File: src/rtl/stream_mux.sv
// stream_mux: CH-to-1 valid/ready stream multiplexer with a single registered output stage.
// Channel choice comes from an external select (MODE 0) or from round-robin arbitration (MODE 1).
// Ports:
//   clk, rst_n          clock; asynchronous active-low reset
//   in_data[CH*N]       channel k word at [k*N +: N]
//   in_valid/in_ready   per-channel handshake; in_ready is combinational and one-hot or zero
//   sel[SW]             channel select, MODE 0 only
//   out_data/out_valid  registered output word and valid
//   out_ready           downstream ready
//   grant[SW]           registered index of the channel whose word sits in out_data
module stream_mux #(
    parameter int N    = 32,
    parameter int CH   = 8,
    parameter int MODE = 0,
    localparam int SW  = $clog2(CH)
) (
    input  logic            clk,
    input  logic            rst_n,
    input  logic [CH*N-1:0] in_data,
    input  logic [CH-1:0]   in_valid,
    output logic [CH-1:0]   in_ready,
    input  logic [SW-1:0]   sel,
    output logic [N-1:0]    out_data,
    output logic            out_valid,
    input  logic            out_ready,
    output logic [SW-1:0]   grant
);
    logic [N-1:0]  words [CH];
    logic [SW-1:0] ptr, win, ch;
    logic [SW:0]   idx;
    logic          found, take, load_en, xfer;

    for (genvar k = 0; k < CH; k++) begin : g_words
        assign words[k] = in_data[k*N +: N];
    end

    // Round-robin search starting at ptr; the index wraps at CH, not at 2^SW.
    always_comb begin
        found = 1'b0;
        win   = '0;
        idx   = '0;
        for (int i = 0; i < CH; i++) begin
            idx = {1'b0, ptr} + (SW+1)'(i);
            if (idx >= (SW+1)'(CH)) idx = idx - (SW+1)'(CH);
            if (!found && in_valid[idx[SW-1:0]]) begin
                found = 1'b1;
                win   = idx[SW-1:0];
            end
        end
    end

    // In MODE 0 the ready offer ignores in_valid so sel may change freely every cycle.
    assign load_en  = !out_valid || out_ready;
    assign take     = (MODE == 1) ? found : (int'(sel) < CH);
    assign ch       = (MODE == 1) ? win : sel;
    assign in_ready = (rst_n && load_en && take) ? CH'(1) << ch : '0;
    assign xfer     = |(in_ready & in_valid);

    always_ff @(posedge clk or negedge rst_n) begin
        if (!rst_n) begin
            out_valid <= 1'b0;
            out_data  <= '0;
            grant     <= '0;
            ptr       <= '0;
        end else begin
            if (load_en) begin
                out_valid <= xfer;
                if (xfer) begin
                    out_data <= words[ch];
                    grant    <= ch;
                end
            end
            if (MODE == 1 && xfer) ptr <= (win == SW'(CH-1)) ? '0 : win + 1'b1;
        end
    end
endmodule

File: config.mk
export PLATFORM = sky130hd
export DESIGN_NAME = stream_mux
export DESIGN_NICKNAME = d
export VERILOG_FILES = /design/src/rtl/stream_mux.sv
export SDC_FILE = /design/constraint.sdc
export NUM_CORES = 1
export LEC_CHECK = 0
export ABC_CLOCK_PERIOD_IN_PS = 5300
export BUFFER_PORTS_ARGS = -buffer_cell sky130_fd_sc_hd__buf_4
export CORE_AREA = 2 2 123 125
export CTS_CLUSTER_SIZE = 10
export DETAILED_ROUTE_END_ITERATION = 16
export DIE_AREA = 0 0 125 127
export SETUP_SLACK_MARGIN = 0.05
export SYNTH_ARGS = -nofsm -noshare
export SYNTH_HDL_FRONTEND = slang
export SYNTH_SLANG_ARGS = --single-unit
export TNS_END_PERCENT = 100
File: constraint.sdc
create_clock -name clk -period 5.3 [get_ports clk]
set_clock_uncertainty 0.15 [all_clocks]
set_input_delay 1.06 -clock clk [delete_from_list [all_inputs] [get_ports clk]]
set_output_delay 1.06 -clock clk [all_outputs]
set_load 0.01 [all_outputs]
==> flow_summary.json, run 1 <==
{
  "status": "finished clean",
  "critPathArrivalTime_ps": 2260,
  "nFillCells": 1347,
  "drtAntennaViolNets": 0,
  "floorplan.initialDensity": 0.265,
  "insertion_delay_ps": 270,
  "irDropWorstVdd_mv": 0.108,
  "clockPowerShare": 0.246,
  "tns_ps": 0,
  "gr-total-overflow": 0,
  "critPathKind": "input pin to output pin",
  "io-pin-count": 314,
  "layout_commonest_cell": "buf_4",
  "cts_root_buf": "clkbuf_16",
  "drc_errors": 0,
  "p_comb_frac": 0.468,
  "cp_data_required_time_ps": 4090,
  "grt_pass1_wl_mm": 19.9,
  "dpl_cell_area_sq_mm": 0.00624,
  "first_global_vias": 3818,
  "die_x_um": 125,
  "final_area_sq_mm": 0.00642,
  "antenna_found_initial": 0,
  "p_sw_uw": 385,
  "max_stage_delay_ps": 420,
  "core.rowCount": 44,
  "drt_iter0_markers": 108,
  "fin_util": 0.445,
  "ys_ff_latch": 36,
  "diodes": 0,
  "yosysSeqAreaShare": 0.236,
  "grtUsageTotal": 0.157,
  "p_int_mw": 1.06,
  "cts_max_level": 2,
  "cp-start-kind": "input pin",
  "hold_violations": 0,
  "finalWirelength_mm": 13.0,
  "grt_max_degree": 52,
  "clockBufferDepth": 2,
  "dr_total_vias": 3458,
  "fin_nets": 797,
  "rsz0062_at_grt": "false",
  "die_y_um": 127,
  "cap_violations": 0,
  "worst_hold_startpoint": "out_data[22]",
  "area_delta_synth_final_pct": 67.9,
  "drive_gt1_frac": 0.813,
  "critical_path.startpoint": "rst_n",
  "worstMarginPinSlew_ps": 637,
  "ctsHoldBuffers": 0,
  "fp.dieArea_sq_mm": 0.0159,
  "powerDensity_mw_per_mm2": 225,
  "gp_congestion": 0.799,
  "critPathMaxFanout": 41,
  "fin_ws_ps": 1830,
  "routedWlPerCell_um": 18.2,
  "switching_share": 0.267,
  "holdCritPathClass": "register to register",
  "holdWs_ps": 357,
  "slew_violations": 0,
  "netlist_area_sq_mm": 0.00382,
  "numCtsBuffers": 5,
  "dpl_worst_slack_ps": 1750,
  "period_needed_ps": 3470,
  "cts-resized-gates": 0,
  "ff2ff_setup_slack_ps": 3320,
  "port_buffers": 313,
  "clock.fmax_mhz": 288,
  "reg2reg_from": "out_valid",
  "total_power_mw": 1.45,
  "netlist_instances": 226,
  "crit_path_cell_trace": "buf_4 -> and2_1 -> nand2_1 -> nor3_1 -> buf_4",
  "cp-end-kind": "output pin",
  "power.leakage_nw": 3.04,
  "dp_hpwl_mm": 10.6,
  "cts_tree": "built",
  "avgSynthCellArea_sq_um": 16.9,
  "fin_cells": 712,
  "cts.sinks": 36,
  "post_cts_buffers": 0,
  "slew_headroom": 0.575,
  "setup_viol": 0,
  "period_share": 0.654,
  "crit_path_frequent_cell": "buf_4",
  "syn_nets": 496,
  "seqPwrFrac": 0.287,
  "core-area_sq_mm": 0.0144,
  "cp_slowest_cell": "buf_4",
  "dr.pass1.iters": 4,
  "layout_common_cells": "buf_4, dfrtp_1, mux2_2",
  "yosysWarnings": 0,
  "vias_per_cell": 4.86,
  "synth.distinct_cells": 24,
  "clkTransAtPathRegs_ps": 60,
  "dpl.cell_count": 704
}
-- metal layers --
layer  vias up  routed length (um)  track usage
li1       1592                   -            -
met1      1689                4710        0.173
met2       171                7200        0.311
met3         6                 908       0.0339
met4         0                 129       0.0294
met5         -                   0            0
-- final timing paths --
path | endpoint | depth (start not counted)
worst min-delay path | out_data[22] | 1
max in group asynchronous | out_data[6] | 1
worst max-delay path | in_ready[4] | 5
worst min register to register | out_data[22] | 1
worst max register to register | out_data[31] | 5
min in group asynchronous | grant[2] | 1
-- power by group through the flow --
stage	combinational (mW)	clock (mW)	sequential, mW
4_1_cts	0.688	0.371	0.417
2_1_floorplan	0.303	0	0.451
5_1_grt	0.719	0.381	0.426
3_5_place_dp	0.686	0	0.420
6_report	0.676	0.355	0.414
3_3_place_gp	0.677	0	0.417
-- synthesized netlist by cell type (all sizes together) --
cell    count  area (sq um)
clkbuf      7          26.3
nor4        2          27.5
a21oi       4          20.0
o41ai       1          8.76
nand3       2          10.0
nor2        5          18.8
dfrtp      36           901
mux4       68          1660
mux2       66           856
buf        17           175
o311ai      1          8.76
nor2b       3          18.8
nor3        4          20.0
and2        1          6.26
a211oi      3          37.5
or2b        1          7.51
nand2       3          11.3
nand2b      2          12.5
-- cell type report --
| class | instances | area, sq um | share of cell area |
|---|---|---|---|
| well taps | 184 | 230 | 0.0358 |
| clock inverters | 1 | 30.0 | 0.00467 |
| clock buffers | 7 | 153 | 0.0238 |
| repair buffers | 318 | 2390 | 0.372 |
| flip-flops and latches | 36 | 901 | 0.140 |
| multi-input cells | 166 | 2720 | 0.424 |
-- registers in the layout, indices dropped and copies added, names as in the netlist --
| signal | count |
|---|---|
| grant | 3 |
| out_data | 32 |
| out_valid | 1 |
-- kinds of logic after synthesis --
group                  synth area share
muxes                             0.658
DFF                               0.236
buffers and inverters            0.0527
and+or+nand+nor                  0.0347
AOI/OAI and AO/OA                0.0196
-- worst max-delay path, delay by kind of cell --
kind | cells | cell delay [ps]
AND/OR/NAND/NOR | 3 | 610
buffers and inverters | 2 | 580
(Power assumes the default switching activity.)
==> inputs of run 2 (changes only) <==
--- a/config.mk
+++ b/config.mk
@@ -5,12 +5,12 @@
 export SDC_FILE = /design/constraint.sdc
 export NUM_CORES = 1
 export LEC_CHECK = 0
-export ABC_CLOCK_PERIOD_IN_PS = 5300
+export ABC_CLOCK_PERIOD_IN_PS = 3220
 export BUFFER_PORTS_ARGS = -buffer_cell sky130_fd_sc_hd__buf_4
-export CORE_AREA = 2 2 123 125
+export CORE_AREA = 2 2 120 122
 export CTS_CLUSTER_SIZE = 10
 export DETAILED_ROUTE_END_ITERATION = 16
-export DIE_AREA = 0 0 125 127
+export DIE_AREA = 0 0 122 124
 export SETUP_SLACK_MARGIN = 0.05
 export SYNTH_ARGS = -nofsm -noshare
 export SYNTH_HDL_FRONTEND = slang
==> constraint.sdc (replaced) <==
create_clock -name clk -period 3.22 [get_ports clk]
set_clock_uncertainty 0.15 [all_clocks]
set_input_delay 0.644 -clock clk [delete_from_list [all_inputs] [get_ports clk]]
set_output_delay 0.644 -clock clk [all_outputs]
set_load 0.01 [all_outputs]
==> run 2 against run 1 <==
  * Sequential cell count stayed put
  * Critical endpoint unchanged
  * Highest routed layer unchanged
  * Combinational power is 66% higher
  * Die area is 4.7% lower
  * Total power is 57% higher
  * Critical path type unchanged
  * Wire length hardly changed
  * Register-to-register slack worse by 2100 ps
==> flow_summary.json, run 2 (same netlist as run 1, synthesis figures left out) <==
{
  "period_needed_ps": 2430,
  "cp-start-kind": "input pin",
  "top_regs": "out_data (32), grant (3), out_valid (1)",
  "critPathKind": "input pin to output pin",
  "irDropWorstVdd_mv": 0.148,
  "drive_gt1_frac": 0.811,
  "crit_path_frequent_cell": "buf_4",
  "clockBufferDepth": 2,
  "rsz0062_at_grt": "false",
  "nFillCells": 1292,
  "cp_slowest_cell": "nand2b_1",
  "crit_path_cell_trace": "buf_4 -> nand2b_1 -> and2_1 -> nand2_1 -> nor3_1 -> buf_4",
  "area_delta_synth_final_pct": 68.2,
  "routedWlPerCell_um": 18.3,
  "clkTransAtPathRegs_ps": 50,
  "first_global_vias": 3747,
  "p_sw_uw": 638,
  "fp.dieArea_sq_mm": 0.0151,
  "dp_hpwl_mm": 10.8,
  "floorplan.initialDensity": 0.279,
  "drt-met1-wl_mm": 4.58,
  "grt_max_degree": 47,
  "gp_congestion": 0.763,
  "clockPowerShare": 0.201,
  "insertion_delay_ps": 270,
  "core.rowCount": 43,
  "fin_util": 0.469,
  "route.met2.wl_mm": 7.22,
  "cts-resized-gates": 0,
  "critPathArrivalTime_ps": 1630,
  "hold_violations": 0,
  "powerDensity_mw_per_mm2": 352,
  "cp_data_required_time_ps": 2430,
  "cts_tree": "built",
  "ctsHoldBuffers": 0,
  "io-pin-count": 314,
  "tns_ps": 0,
  "finalWirelength_mm": 13.0,
  "holdCritPathClass": "input pin to async pin",
  "top_register": "out_data",
  "period_share": 0.754,
  "clock.fmax_mhz": 412,
  "maxUsedRoutingLayer": "met4",
  "power.leakage_nw": 3.05,
  "layout_commonest_cell": "buf_4",
  "switching_share": 0.282,
  "die_x_um": 122,
  "layout_common_cells": "buf_4, dfrtp_1, mux2_2",
  "setup_viol": 0,
  "max_stage_delay_ps": 210,
  "status": "finished clean",
  "drt_iter0_markers": 62,
  "diodes": 0,
  "dr_total_vias": 3476,
  "vias_per_cell": 4.90,
  "core-area_sq_mm": 0.0137,
  "grt_pass1_wl_mm": 18.8,
  "port_buffers": 313,
  "die_y_um": 124,
  "p_comb_frac": 0.495,
  "slew_headroom": 0.647,
  "seqPwrFrac": 0.304,
  "largest_register_ffs": 32,
  "cts_max_level": 2,
  "gr-total-overflow": 0,
  "p_int_mw": 1.63,
  "critPathMaxFanout": 6,
  "drtAntennaViolNets": 0,
  "fin_nets": 799,
  "dr.pass1.iters": 4,
  "grtUsageTotal": 0.159,
  "antenna_found_initial": 0,
  "cts_root_buf": "clkbuf_16",
  "post_cts_buffers": 0,
  "worstMarginPinSlew_ps": 522,
  "drc_errors": 0,
  "numCtsBuffers": 5,
  "total_power_mw": 2.27,
  "cts.sinks": 36,
  "holdWs_ps": 83.0,
  "slew_violations": 0,
  "wl_met3_mm": 1.01,
  "cp-end-kind": "output pin",
  "cap_violations": 0
}
[run 2: worst paths after layout]
check / from / endpoint / slack (ps) / cells past startpoint
worst max-delay path: out_ready / in_ready[4] / 790 / 6
worst min-delay path: rst_n / out_valid / 80 / 1
worst max register to register: out_valid / out_data[21] / 1250 / 5
worst min register to register: out_data[10] / out_data[10] / 360 / 1
max in group asynchronous: rst_n / out_data[7] / 2240 / 2
min in group clk: out_data[10] / out_data[10] / 360 / 1
[run 2: layout make-up]
class	instances	area (sq um)	share of cell area
Tap cell	180	225	0.0350
Sequential cell	36	901	0.140
Timing Repair Buffer	320	2450	0.381
Multi-Input combinational cell	166	2720	0.423
Clock inverter	1	5.00	0.000778
Clock buffer	6	129	0.0200
[run 2: critical path, delay by kind of cell]
kind | cells | cell delay (ps)
and+or+nand+nor | 4 | 750
buffers and inverters | 2 | 220
[run 2: power groups by stage]
| stage | Clock (mW) | Combinational (mW) | Sequential, mW |
|---|---|---|---|
| 2_1_floorplan | 0 | 0.498 | 0.743 |
| 3_3_place_gp | 0 | 1.12 | 0.693 |
| 3_5_place_dp | 0 | 1.14 | 0.697 |
| 4_1_cts | 0.472 | 1.14 | 0.693 |
| 5_1_grt | 0.488 | 1.20 | 0.708 |
| 6_report | 0.454 | 1.12 | 0.689 |
[run 2: per-layer routing]
layer,vias up,GRT usage
met5,-,0
met4,0,0.0417
met3,12,0.0302
met2,172,0.301
met1,1695,0.183
li1,1597,-
[run 2: per-stage QoR]
step | instance area, sq um | instances | setup WS, ps
detailed placement | 6300 | 702 | 511
CTS | 6430 | 709 | 779
finish | 6430 | 709 | 794
global route | 6430 | 709 | 687
floorplan | 3820 | 226 | 877
global placement | 6300 | 702 | 550
==> inputs of run 3 (changes only) <==
--- a/config.mk
+++ b/config.mk
@@ -5,7 +5,7 @@
 export SDC_FILE = /design/constraint.sdc
 export NUM_CORES = 1
 export LEC_CHECK = 0
-export ABC_CLOCK_PERIOD_IN_PS = 3220
+export ABC_CLOCK_PERIOD_IN_PS = 2290
 export BUFFER_PORTS_ARGS = -buffer_cell sky130_fd_sc_hd__buf_4
 export CORE_AREA = 2 2 120 122
 export CTS_CLUSTER_SIZE = 10
==> constraint.sdc (replaced) <==
create_clock -name clk -period 2.29 [get_ports clk]
set_clock_uncertainty 0.15 [all_clocks]
set_input_delay 0.458 -clock clk [delete_from_list [all_inputs] [get_ports clk]]
set_output_delay 0.458 -clock clk [all_outputs]
set_load 0.01 [all_outputs]
==> run 3 against run 2 <==
  * Worst setup slack got worse by 610 ps
  * Total power increased by 50%
  * Wire length increased by 1.6%
  * Sequential power increased by 39%
  * Register-to-register slack got worse by 850 ps
  * Clock power increased by 85%
  * Sequential share of layout area decreased by 0.26 points
  * Critical path depth unchanged
  * Final cell count increased by 1.1%
  * Via count increased by 1.4%
  * Critical endpoint unchanged
  * Largest cell class unchanged
  * Largest power group unchanged
==> flow_summary.json, run 3 (same netlist as run 1, synthesis figures left out) <==
{
  "layout_common_cells": "buf_4, dfrtp_1, mux2_2",
  "drt-met1-wl_mm": 4.51,
  "gp_congestion": 0.742,
  "cts_root_buf": "clkbuf_16",
  "route.met2.wl_mm": 7.46,
  "cts.sinks": 36,
  "layout_commonest_cell": "buf_4",
  "rr_worst_depth": 6,
  "power.leakage_nw": 3.11,
  "drtAntennaViolNets": 0,
  "p_sw_uw": 911,
  "die_y_um": 124,
  "clockPowerShare": 0.247,
  "cap_violations": 0,
  "drt_iter0_markers": 91,
  "post_cts_buffers": 0,
  "dpl_worst_slack_ps": 10.7,
  "clock.fmax_mhz": 475,
  "maxUsedRoutingLayer": "met4",
  "final_area_sq_mm": 0.00656,
  "p_comb_frac": 0.471,
  "slew_headroom": 0.746,
  "critical_path_depth": 6,
  "dr_total_vias": 3523,
  "dp_hpwl_mm": 11.1,
  "fp.dieArea_sq_mm": 0.0151,
  "vias_per_cell": 4.91,
  "first_global_vias": 3804,
  "irDropWorstVdd_mv": 0.262,
  "period_share": 0.919,
  "top_register": "out_data",
  "crit_path_frequent_cell": "buf_4",
  "tns_ps": 0,
  "critPathArrivalTime_ps": 1500,
  "io-pin-count": 314,
  "clockBufferDepth": 2,
  "holdCritPathClass": "input pin to async pin",
  "status": "finished clean",
  "switching_share": 0.269,
  "p_int_mw": 2.48,
  "worstMarginPinSlew_ps": 378,
  "hold_violations": 0,
  "rsz0062_at_grt": "false",
  "period_needed_ps": 2100,
  "cp_data_required_time_ps": 1680,
  "cp-start-kind": "register",
  "fin_ws_ps": 185,
  "cp_top_family": "simple AND/OR/NAND/NOR gates",
  "reg2reg_from": "out_valid",
  "grtUsageTotal": 0.165,
  "critPathBufInv": 2,
  "grt_pass1_wl_mm": 19.3,
  "gr-total-overflow": 0,
  "cts_tree": "built",
  "core-area_sq_mm": 0.0137,
  "slew_violations": 0,
  "diodes": 0,
  "core.rowCount": 43,
  "finalWirelength_mm": 13.2,
  "clkTransAtPathRegs_ps": 60,
  "nFillCells": 1250,
  "grt_max_degree": 47,
  "dpl_cell_area_sq_mm": 0.00637,
  "seqPwrFrac": 0.282,
  "cp-end-kind": "output pin",
  "powerDensity_mw_per_mm2": 517,
  "top_regs": "out_data (32), grant (3), out_valid (1)",
  "antenna_found_initial": 0,
  "critPathMaxFanout": 5,
  "routedWlPerCell_um": 18.4,
  "cp_slowest_cell": "dfrtp_1",
  "ctsHoldBuffers": 0,
  "numCtsBuffers": 5,
  "critical_path.startpoint": "out_valid",
  "port_buffers": 313,
  "area_delta_synth_final_pct": 71.4,
  "insertion_delay_ps": 280,
  "largest_register_ffs": 32,
  "die_x_um": 122,
  "max_stage_delay_ps": 390,
  "floorplan.initialDensity": 0.279,
  "wl_met3_mm": 1.04,
  "cts_max_level": 2,
  "drc_errors": 0,
  "fin_nets": 806,
  "drive_gt1_frac": 0.819,
  "dr.pass1.iters": 4,
  "critPathKind": "register to output pin",
  "setup_viol": 0,
  "crit_path_cell_trace": "nand2b_1 -> buf_4 -> and2_1 -> nand2_2 -> nor3_2 -> buf_4"
}
## run 3: cell types whose count changed in the layout (fill, tap and decap cells not counted)
cell       previous run  this run
clkbuf_8              0         2
nor3_1                4         3
buf_4               316       322
clkbuf_1              1         0
nor3_2                0         1
bufinv_16             0         1
nand2_2               0         1
nand2_1               3         2
buf_12                4         5
clkinv_2              1         0
## run 3: layout make-up
| cell class | instances | area (sq um) | share of cell area |
|---|---|---|---|
| multi-input combinational | 166 | 2730 | 0.416 |
| timing repair buffer | 327 | 2520 | 0.384 |
| clock inverter | 1 | 30.0 | 0.00458 |
| clock buffer | 7 | 153 | 0.0233 |
| tap | 180 | 225 | 0.0344 |
| sequential | 36 | 901 | 0.137 |
## run 3: what timing repair did
item	CTS	global route
hold endpoints to repair	0	0
setup endpoints to repair	0	3
gates resized for setup	0	2
## run 3: routing by layer
layer | vias to the layer above | global-route usage
li1 | 1610 | -
met1 | 1736 | 0.183
met2 | 168 | 0.319
met3 | 9 | 0.0339
met4 | 0 | 0.0402
met5 | - | 0
## run 3: power groups by stage
stage | combinational [mW] | sequential [mW] | clock, mW
final | 1.60 | 0.956 | 0.839
after global routing | 1.71 | 0.982 | 0.894
after CTS | 1.63 | 0.961 | 0.871
after detailed placement | 1.62 | 0.966 | 0
after global placement | 1.60 | 0.965 | 0
after floorplan | 0.701 | 1.04 | 0
## run 3: final timing paths
path	endpoint	slack [ps]
max	in_ready[4]	190
min	grant[2]	30
max reg2reg	out_data[21]	400
min reg2reg	out_data[11]	360
max in group asynchronous	out_data[29]	1740
min in group clk	grant[0]	340
## run 3: stage by stage
step	power, mW	cells	hold WS, ps	util
after floorplan	1.74	226	12.4	-
after global placement	2.57	709	330	0.464
after CTS	3.46	717	33.0	0.477
after global routing	3.58	717	55.3	0.478
final	3.39	717	27.3	0.478
after detailed placement	2.59	709	337	0.464
